--- src/rtl/tv80_bus_tracer.sv ---
// Passive tv80s bus-cycle tracer: classifies completed bus cycles and queues {type,addr,data}.
// Optional TV80_TRACE_TIMESTAMP_EN adds a per-entry free-running cycle timestamp on tr_ts.
module tv80_bus_tracer #(
    parameter int unsigned AW    = 16,
    parameter int unsigned DW    = 8,
    parameter int unsigned DEPTH = 16,
    parameter int unsigned CNTW  = 16
) (
    input  logic            clk,
    input  logic            reset,
    input  logic            m1_n,
    input  logic            mreq_n,
    input  logic            iorq_n,
    input  logic            rd_n,
    input  logic            wr_n,
    input  logic            rfsh_n,
    input  logic [AW-1:0]   A,
    input  logic [DW-1:0]   di,
    input  logic [DW-1:0]   dout,
    input  logic [5:0]      cap_mask,
    input  logic            clr,
    output logic            tr_valid,
    input  logic            tr_ready,
    output logic [2:0]      tr_type,
    output logic [AW-1:0]   tr_addr,
    output logic [DW-1:0]   tr_data,
`ifdef TV80_TRACE_TIMESTAMP_EN
    output logic [31:0]     tr_ts,
`endif
    output logic            overflow,
    output logic [CNTW-1:0] drop_cnt,
    output logic [CNTW-1:0] evt_cnt
);
    localparam int unsigned PW = (DEPTH > 1) ? $clog2(DEPTH) : 1;
    localparam int unsigned EW = 3 + AW + DW;

    localparam logic [2:0] TyOpFetch = 3'd0;
    localparam logic [2:0] TyMemRd   = 3'd1;
    localparam logic [2:0] TyMemWr   = 3'd2;
    localparam logic [2:0] TyIoRd    = 3'd3;
    localparam logic [2:0] TyIoWr    = 3'd4;
    localparam logic [2:0] TyIntAck  = 3'd5;

    // Strobe vector order: {m1_n, mreq_n, iorq_n, rd_n, wr_n, rfsh_n}
    function automatic logic is_active(input logic [5:0] s);
        return ((((!s[4]) && s[0]) || (!s[3])) && ((!s[2]) || (!s[1]))) || ((!s[5]) && (!s[3]));
    endfunction

    logic [5:0]      s_strb_q, s_strb_d, cur_strb;
    logic [AW-1:0]   s_a_q, s_a_d;
    logic [DW-1:0]   s_di_q, s_di_d, s_dout_q, s_dout_d;
    logic            armed_q, armed_d;
    logic [PW-1:0]   wr_ptr_q, wr_ptr_d, rd_ptr_q, rd_ptr_d;
    logic [PW:0]     cnt_q, cnt_d;
    logic            overflow_q, overflow_d;
    logic [CNTW-1:0] drop_cnt_q, drop_cnt_d, evt_cnt_q, evt_cnt_d;
    logic [EW-1:0]   mem_q [DEPTH];
    logic [EW-1:0]   wr_entry;
    logic [7:0]      mask_ext;
    logic [2:0]      evt_type;
    logic [DW-1:0]   evt_data;
    logic            cur_act, evt_det, evt_en, full, empty, push, pop, drop;
`ifdef TV80_TRACE_TIMESTAMP_EN
    logic [31:0]     ts_q, ts_d;
    logic [31:0]     ts_mem_q [DEPTH];
`endif

    always_comb begin
        cur_strb = {m1_n, mreq_n, iorq_n, rd_n, wr_n, rfsh_n};
        cur_act  = is_active(cur_strb);
        s_strb_d = cur_strb;
        s_a_d    = A;
        s_di_d   = di;
        s_dout_d = dout;
        // After reset an idle sample must be seen first, so a cycle cut by reset is never traced
        armed_d  = armed_q | ~cur_act;
        evt_det  = armed_q & is_active(s_strb_q) & ~cur_act;

        if (!s_strb_q[5] && !s_strb_q[3])      evt_type = TyIntAck;
        else if (!s_strb_q[4] && !s_strb_q[2]) evt_type = s_strb_q[5] ? TyMemRd : TyOpFetch;
        else if (!s_strb_q[4] && !s_strb_q[1]) evt_type = TyMemWr;
        else if (!s_strb_q[3] && !s_strb_q[2]) evt_type = TyIoRd;
        else                                   evt_type = TyIoWr;

        evt_data = (evt_type == TyMemWr || evt_type == TyIoWr) ? s_dout_q : s_di_q;
        wr_entry = {evt_type, s_a_q, evt_data};
        mask_ext = {2'b00, cap_mask};
        evt_en   = evt_det & mask_ext[evt_type];

        full  = (cnt_q == (PW+1)'(DEPTH));
        empty = (cnt_q == '0);
        pop   = tr_ready & ~empty;
        push  = evt_en & (~full | pop);
        drop  = evt_en & full & ~pop;

        wr_ptr_d = wr_ptr_q + PW'(push);
        rd_ptr_d = rd_ptr_q + PW'(pop);
        cnt_d    = cnt_q + (PW+1)'(push) - (PW+1)'(pop);

        overflow_d = overflow_q;
        drop_cnt_d = drop_cnt_q;
        evt_cnt_d  = evt_cnt_q;
        if (clr) begin
            overflow_d = 1'b0;
            drop_cnt_d = '0;
            evt_cnt_d  = '0;
        end else begin
            if (drop) begin
                overflow_d = 1'b1;
                if (drop_cnt_q != '1) drop_cnt_d = drop_cnt_q + 1'b1;
            end
            if (evt_en && evt_cnt_q != '1) evt_cnt_d = evt_cnt_q + 1'b1;
        end
`ifdef TV80_TRACE_TIMESTAMP_EN
        ts_d = ts_q + 32'd1;
`endif
    end

    always_ff @(posedge clk) begin
        if (reset) begin
            s_strb_q   <= '1;
            s_a_q      <= '0;
            s_di_q     <= '0;
            s_dout_q   <= '0;
            armed_q    <= 1'b0;
            wr_ptr_q   <= '0;
            rd_ptr_q   <= '0;
            cnt_q      <= '0;
            overflow_q <= 1'b0;
            drop_cnt_q <= '0;
            evt_cnt_q  <= '0;
        end else begin
            s_strb_q   <= s_strb_d;
            s_a_q      <= s_a_d;
            s_di_q     <= s_di_d;
            s_dout_q   <= s_dout_d;
            armed_q    <= armed_d;
            wr_ptr_q   <= wr_ptr_d;
            rd_ptr_q   <= rd_ptr_d;
            cnt_q      <= cnt_d;
            overflow_q <= overflow_d;
            drop_cnt_q <= drop_cnt_d;
            evt_cnt_q  <= evt_cnt_d;
        end
    end

    always_ff @(posedge clk) begin
        if (!reset && push) mem_q[wr_ptr_q] <= wr_entry;
    end

`ifdef TV80_TRACE_TIMESTAMP_EN
    always_ff @(posedge clk) begin
        if (reset) ts_q <= '0;
        else       ts_q <= ts_d;
    end

    always_ff @(posedge clk) begin
        if (!reset && push) ts_mem_q[wr_ptr_q] <= ts_q;
    end

    assign tr_ts = empty ? 32'd0 : ts_mem_q[rd_ptr_q];
`endif

    assign tr_valid = ~empty;
    assign {tr_type, tr_addr, tr_data} = empty ? {EW{1'b0}} : mem_q[rd_ptr_q];
    assign overflow = overflow_q;
    assign drop_cnt = drop_cnt_q;
    assign evt_cnt  = evt_cnt_q;
endmodule

--- config.mk ---
export PLATFORM = sky130hd
export DESIGN_NAME = tv80_bus_tracer
export DESIGN_NICKNAME = d
export VERILOG_FILES = /design/src/rtl/tv80_bus_tracer.sv
export SDC_FILE = /design/constraint.sdc
export NUM_CORES = 1
export LEC_CHECK = 0
export ABC_AREA = 1
export CELL_PAD_IN_SITES_DETAIL_PLACEMENT = 1
export CELL_PAD_IN_SITES_GLOBAL_PLACEMENT = 1
export CORE_ASPECT_RATIO = 0.7
export CORE_MARGIN = 5
export CORE_UTILIZATION = 49
export DETAILED_ROUTE_END_ITERATION = 8
export MAX_ROUTING_LAYER = met4
export PLACE_DENSITY_LB_ADDON = 0.25
export SLEW_MARGIN = 20
export SYNTH_ARGS = -nofsm -noshare
export SYNTH_HDL_FRONTEND = slang
export SYNTH_SLANG_ARGS = --single-unit
--- constraint.sdc ---
create_clock -name clk -period 3.74 [get_ports clk]
set_input_delay 0.561 -clock clk [delete_from_list [all_inputs] [get_ports clk]]
set_output_delay 0.561 -clock clk [all_outputs]
set_load 0.01 [all_outputs]
Yosys cells after proc, flatten, opt, wreduce, memory -nomap -nowiden
Memories as Yosys holds them, arrays and structs flattened. A register that Yosys moved wholly into a read port is not among the register bits.
Cells that the tools add are included.
{"block": "op_classes", "n_addsub": 6, "multipliers": 0, "div": 0, "magnitude_cmp": 1, "n_eq_ne": 5, "shifts": 0, "mux": 12, "bitwise_logic": 13, "n_reduce_logical": 32}
{"operator": "$add 16x1->16 const B", "n": 2}
{"operator": "$ne 16x16->1 const B", "n": 2}
{"operator": "$mux 27", "n": 1}
{"operator": "$mux 3", "n": 4}
{"operator": "$logic_and 1x1->1", "n": 11}
{"operator": "$logic_not 1->1", "n": 11}
{"operator": "$add 4x1->4", "n": 2}
{"operator": "$mux 8", "n": 1}
{"operator": "$and 1x1->1", "n": 7}
{"operator": "$logic_or 1x1->1", "n": 7}
{"operator": "$add 5x1->5", "n": 1}
{"operator": "$eq 5x5->1 const B", "n": 1}
{"operator": "$logic_not 5->1", "n": 1}
{"operator": "$sub 5x1->5", "n": 1}
{"operator": "$lt 3x4->1 const B", "n": 1}
{"operator": "$mux 1", "n": 4}
{"operator": "$mux 4", "n": 1}
{"operator": "$not 1->1", "n": 4}
{"operator": "$bmux 1 s3", "n": 1}
{"operator": "$eq 3x2->1 const B", "n": 1}
{"operator": "$eq 3x3->1 const B", "n": 1}
{"operator": "$or 1x1->1", "n": 2}
{"operator": "$reduce_and 2->1", "n": 1}
{"operator": "$reduce_or 2->1", "n": 1}
{"block": "word_totals", "regBits": 85, "latch_bits": 0, "mem_bits_rw": 432, "rom_bits": 0, "n_memories": 1}
{"name": "mem_q", "depth": 16, "word_bits": 27, "read_ports": 1, "rd_clocked_by_memory_dff": 1, "write_ports": 1, "line": "57", "source": "logic [EW-1:0] mem_q [DEPTH];"}

Logic depth before layout (Yosys ltp)
Gate-level depths: netlist of the first run.
{"block": "logic_depth", "word_depth": 13, "mapped_depth": 20}

Least setup slack after synthesis of the first run
No wires, ideal clock.
{"block": "synth_timing", "path_type": "input to register", "from": "in mreq_n", "to": "mem mem_q[12][0] (netlist name), enable pin", "setup_ns": 0.411, "t_arrival_ns": 2.673, "path_slack_ns": 0.656, "stages": 12, "n_path_buf": 0, "cell_sequence": "inv_1 a21oi_1 nor2_1 nor2_1 nand2_2 inv_2 nand2_2 nor2_4 inv_2 nor2_8 nand3_2 nor2_1"}
{"block": "synth_between", "elab_chain_len": 12}
{"element": "start, declared", "line": "12", "source": "input logic mreq_n,"}
{"element": "$logic_not 1->1", "line": "46", "source": "return ((((!s[4]) && s[0]) || (!s[3])) && ((!s[2]) || (!s[1]))) || ((!s[5]) && (!s[3]));"}
{"element": "$logic_and 1x1->1", "line": "46"}
{"element": "$logic_or 1x1->1", "line": "46"}
{"element": "$logic_and 1x1->1", "line": "46"}
{"element": "$logic_or 1x1->1", "line": "46"}
{"element": "$not 1->1", "line": "77", "source": "evt_det = armed_q & is_active(s_strb_q) & ~cur_act;"}
{"element": "$and 1x1->1", "line": "77"}
{"element": "$and 1x1->1", "line": "88", "source": "evt_en = evt_det & mask_ext[evt_type];"}
{"element": "$and 1x1->1", "line": "93", "source": "push = evt_en & (~full | pop);"}
{"element": "$logic_and 1x1->1", "line": "148", "source": "if (!reset && push) mem_q[wr_ptr_q] <= wr_entry;"}
{"element": "$mux 1", "line": "148"}
{"element": "$mux 1 (implied by the code)", "line": "148"}
{"element": "end, declared", "line": "57"}
No other way between the ends.

==> results_dict.tcl, run 1 <==
set metrics [dict create \
    status "finished clean" \
    die_h_um 182 \
    syn_to_final_growth_pct 18.0 \
    critPathTopFamily "buffers and inverters" \
    drcViolationCount 0 \
    power_frac_seq_pct 43.6 \
    whs_ps 462 \
    p_int_w 0.0103 \
    first_pass_iters 5 \
    antenna_cells 0 \
    cp_data_arrival_time_ps 3060 \
    worstPathCellList "buf_4 -> o21ai_0 -> o22ai_1 -> nor2_1 -> nor2_1 -> o21ai_0 -> a21oi_1 -> clkdlybuf4s50_1" \
    cts-htree-levels 2 \
    place_congestion 0.845 \
    dpl.hpwl_mm 36.3 \
    max_slew_margin_pct 50.4 \
    startpoint_type "flip-flop" \
    critical_path.max_stage_delay_ps 670 \
    min-delay-path-class "flip-flop to flip-flop" \
    grt_pass1_vias 15600 \
    finalSetupViolCount 0 \
    fin_crit_sh_pct 96.9 \
    synth_top_area_share_pct 62.6 \
    root_buffer "clkbuf_16" \
    tritoncts "done" \
    cts_buffers 49 \
    gr-total-overflow 0 \
    netlist_top_cells_count "edfxtp_1 (432), nor2_1 (342), o21ai_0 (226), nand2_1 (91), o221ai_1 (88)" \
    rsz0062_at_grt "false" \
    antenna_left 0 \
    final_nets 1908 \
    critPathRequiredTime_ps 3180 \
    synth.largest_area_cell "edfxtp_1" \
    coreArea_um2 42100 \
    p_sw_w 0.00444 \
    ys_seq_area_share_pct 70.8 \
    cp_num_buf_inv 2 \
    synth.top_cells.by_area "edfxtp_1 (63%), dfxtp_1 (8.2%), nor2_1 (6.2%), o21ai_0 (5.5%), o221ai_1 (3.7%)" \
    drive_above_1_share_pct 11.3 \
    power_switching_share_pct 30.0 \
    synthArstFlopShare_pct 0 \
    hold_viol 0 \
    crit_slowest_cell "dfxtp_4" \
    synth_most_common_cell "edfxtp_1" \
    viasPerCell 6.05 \
    setup_slack_ps 116 \
    initial_core_util_pct 49.3 \
    leakage_nw 8.32 \
    clock_sinks 517 \
    fin_skew_ps 18.5 \
    synthDistinctLibCells 41 \
    ios 109 \
    syn-num-nets 1785 \
    dieArea_um2 46600 \
    clk_latency_ps 580 \
    rows 63 \
    crit_type "flip-flop to primary output" \
    power_frac_clock_pct 33.1 \
    p_comb_share_pct 23.3 \
    vias 14800 \
    min_period_ps 3620 \
    fmax_mhz 276 \
    syn-cell-area_um2 20700 \
    portBuffers 108 \
    p_per_area_nw_per_um2 604 \
    antenna_found_initial 0 \
    drv_slew 0 \
    tns_ps 0 \
    dp.cells 2342 \
    grt_pass1_wl_mm 92.5 \
    yosys_warnings 0 \
    place_ws_ps 261 \
    synth_edf_count 432 \
    grt_max_degree 66 \
    final_cells 2439 \
    grt_usage_pct 26.3 \
    worst_pin_slew_ps 743 \
    worst_setup_path_end_kind "primary output" \
    syn_area_per_cell_um2 12.0 \
    synthCells 1724 \
    drtIter0Drc 1388 \
    max_cap_violations 0 \
    cts.path.max_buffers 3 \
    final_core_util_pct 58.1 \
    routed_wl_mm 61.1 \
    cts.reportedPaths.clkPinSlew_ps 70 \
    ys_ff_latch 517 \
    vdd_ir_drop_max_v 0.000317 \
    synth_top_flop_cell "edfxtp_1" \
    wl_per_cell_um 25.0 \
    critPathMaxFanout 35 \
    dieWidth_um 256 \
]
[stage by stage]
| stage | total power (W) | instance area, um^2 |
|---|---|---|
| floorplan | 0.00841 | 20700 |
| global placement | 0.00967 | 22800 |
| detailed placement | 0.00982 | 22800 |
| CTS | 0.0148 | 24400 |
| global route | 0.0154 | 24500 |
| finish | 0.0148 | 24500 |
[what timing repair did]
item,in CTS,in global routing
resized for setup,4,2
hold endpoints to repair,0,0
setup buffers,0,5
endpoints found under the setup margin,17,12
hold buffers,0,0
gates cloned,1,0
[registers in the layout, summed over array words and instances (netlist names)]
register,count
armed_q,1
evt_cnt,16
s_a_q,16
overflow,1
wr_ptr_q,4
cnt_q,5
s_strb_q,6
mem_q,432
drop_cnt,16
rd_ptr_q,4
s_di_q,8
s_dout_q,8
[final timing paths]
check / slack [ps] / end / startpoint / cells past startpoint
worst max-delay path: 120 / tr_addr[0] / rd_ptr_q[1] / 8
worst min-delay path: 460 / overflow / overflow / 1
worst max register to register: 720 / cnt_q[4] / cnt_q[2] / 16
worst min register to register: 460 / overflow / overflow / 1
[cell families after synthesis]
group / synth area share [%]
buffers and inverters: 3.89
flip-flops: 70.8
AO/OA/AOI/OAI: 11.7
adder cells (fa/ha/maj): 0.821
AND/OR/NAND/NOR: 11.6
multiplexers: 0.435
XOR/XNOR: 0.803
[per-layer routing]
layer,up-vias,global-route usage (%),wire [um]
met4,0,7.40,1610
met1,7622,34.3,25700
met3,117,4.20,3760
met2,510,43.4,30000
li1,6501,-,-
met5,-,-,0
[layout make-up]
| cell class | count | area [um^2] |
|---|---|---|
| Timing Repair Buffer | 173 | 1780 |
| Tap cell | 552 | 691 |
| Clock inverter | 27 | 160 |
| Multi-Input combinational cell | 1015 | 5370 |
| Clock buffer | 64 | 1420 |
| Inverter | 91 | 370 |
| Sequential cell | 517 | 14700 |
| Fill cell | 4275 | 17600 |
[power by group through the flow]
stage / clock, W / combinational [W] / sequential [W]
finish: 0.00490 / 0.00344 / 0.00644
floorplan: 0 / 0.00194 / 0.00647
detailed placement: 0 / 0.00323 / 0.00658
global route: 0.00521 / 0.00373 / 0.00645
CTS: 0.00495 / 0.00334 / 0.00647
global placement: 0 / 0.00309 / 0.00658
[placed cells by master (no fill, tap or decap), drive strengths merged, types with 20 or more instances in the layout]
cell type	n
edfxtp	432
nor2	350
o21ai	235
clkdlybuf4s50	107
nand2	100
nand3	90
inv	90
o221ai	88
dfxtp	85
buf	65
clkbuf	64
a21oi	63
clkinv	25
o22ai	20
Power figures use the tool's default switching activity.
==> run 2: changes to the inputs <==
Settings changed: TNS_END_PERCENT set to 1.
Clock period 3.74 ns to 3.4 ns, I/O delays scaled along.
==> run 2 against run 1 <==
Design area increased by 1.6%. Power increased by 13%. Combinational power increased by 17%. Sequential cell count unchanged. Sequential share of layout area decreased by 0.95 points. Register-to-register slack got worse by 160 ps. Worst hold slack got worse by 110 ps. Non-clock buffer count increased by 3. Highest routed layer unchanged.
==> results_dict.tcl, run 2 (synthesis results as in run 1) <==
set metrics [dict create \
    grt_pass1_wl_mm 94.9 \
    max_cap_violations 0 \
    grt_usage_pct 26.9 \
    hold_viol 0 \
    antenna_left 0 \
    cts_buffers 50 \
    regArea_um2 14700 \
    startpoint_type "flip-flop" \
    worst_setup_path_end_kind "primary output" \
    cts-htree-levels 2 \
    grt_max_degree 88 \
    place_congestion 0.869 \
    antenna_found_initial 0 \
    vdd_ir_drop_max_v 0.000439 \
    largest_reg_flops 432 \
    syn_to_final_growth_pct 19.9 \
    fmax_mhz 297 \
    finalPower_w 0.0167 \
    worstPathCellList "buf_12 -> o21ai_0 -> o221ai_1 -> nand3_1 -> a21oi_1 -> clkdlybuf4s50_1" \
    first_pass_iters 5 \
    dp.cells 2346 \
    cp_data_arrival_time_ps 2860 \
    r2r_slack_ps 560 \
    max_slew_margin_pct 49.4 \
    reg2reg_depth 18 \
    vias 14800 \
    final_nets 1912 \
    final_core_util_pct 59.1 \
    r2r_start "s_strb_q[3]" \
    min-delay-path-class "input pin to flip-flop" \
    viasPerCell 6.05 \
    cts.path.max_buffers 3 \
    drcViolationCount 0 \
    final_common_cell "edfxtp_1" \
    final_cells 2443 \
    grt_pass1_vias 15700 \
    critPathMaxFanout 51 \
    wl_per_cell_um 25.7 \
    final_cell_mix "edfxtp_1 (432), nor2_1 (326), o21ai_0 (224), clkdlybuf4s50_1 (102), nand2_1 (91)" \
    drtIter0Drc 1476 \
    root_buffer "clkbuf_16" \
    dieArea_um2 46600 \
    gr-total-overflow 0 \
    critical_path.max_stage_delay_ps 600 \
    rsz0062_at_grt "true" \
    r2r-end "cnt_q[4]" \
    fin_skew_ps 20.8 \
    min_period_ps 3370 \
    status "finished clean" \
    leakage_nw 8.52 \
    crit_start "rd_ptr_q[0]" \
    clk_latency_ps 570 \
    finalSetupViolCount 0 \
    crit_slowest_cell "clkdlybuf4s50_1" \
    min_to "s_a_q[12]" \
    hold_depth 2 \
    fin_crit_sh_pct 99.2 \
    worst_pin_slew_ps 758 \
    die_h_um 182 \
    cts.reportedPaths.clkPinSlew_ps 70 \
    initial_core_util_pct 49.3 \
    whs_ps 348 \
    routed_wl_mm 62.8 \
    multiInputGateArea_um2 5410 \
    portBuffers 108 \
    clock_sinks 517 \
    drive_above_1_share_pct 11.7 \
    rows 63 \
    crit_type "flip-flop to primary output" \
    coreArea_um2 42100 \
    antenna_cells 0 \
    dpl.hpwl_mm 37.2 \
    tritoncts "done" \
    p_per_area_nw_per_um2 672 \
    critPathRequiredTime_ps 2890 \
    dieWidth_um 256 \
    largest_register "mem_q" \
    drv_slew 0 \
    min-delay-start "reset" \
    fillCellCount 4217 \
    cts-hold-fix-buffers 0 \
    ios 109 \
]
==> run 2: power breakdown <==
group | internal (W) | leakage (nW) | total, W | switching [W]
combinational | 0.00153 | 3.08 | 0.00401 | 0.00248
clock | 0.00323 | 0.805 | 0.00562 | 0.00239
sequential | 0.00694 | 4.64 | 0.00708 | 0.000142
total | 0.0117 | 8.52 | 0.0167 | 0.00501
==> run 2: metal layers <==
layer / global-route usage [%] / part of all wire [%]
met1: 36.1 / 42
met2: 43.9 / 49
met3: 4.08 / 6.6
met4: 6.86 / 2.0
met5: - / 0
==> run 2: through the flow <==
| step | cell area (um^2) | setup WS (ps) | setup TNS (ps) |
|---|---|---|---|
| after global routing | 24900 | -47.9 | -173 |
| after floorplan | 20700 | 327 | 0 |
| after global placement | 23000 | 71.6 | 0 |
| final | 24900 | 28.5 | 0 |
| after detailed placement | 23000 | -13.3 | -13.3 |
| after CTS | 24700 | -17.1 | -33.3 |
==> run 2: worst max path at each step <==
stage                    to  depth (start not counted)  slack (ps)
6_report         tr_data[1]                          6          30
3_5_place_dp       cnt_q[4]                         19         -10
3_3_place_gp       cnt_q[4]                         19          70
5_1_grt          tr_data[1]                          6         -50
2_1_floorplan  mem_q[12][0]                         13         330
4_1_cts         tr_addr[15]                          8         -20
==> run 2: final cells by class <==
class / instances / area share, %
multi-input combinational: 1015 / 21.8
tap: 552 / 2.78
sequential: 517 / 59.1
clock inverter: 28 / 1.15
clock buffer: 64 / 5.37
timing repair buffer: 176 / 8.36
inverter: 91 / 1.51
==> run 2: repair_timing <==
item / CTS / global route
gates resized for setup: 11 / 25
buffers inserted: 0 / 1
setup endpoints to repair: 17 / 20
gates cloned: 2 / 2
==> run 2: critical path: cells and delay by family, from the launching register on <==
family,cells,cell delay (ps)
AND/OR/NAND/NOR,1,160
AO/OA/AOI/OAI,3,740
flip-flops,1,510
buffers and inverters,2,870
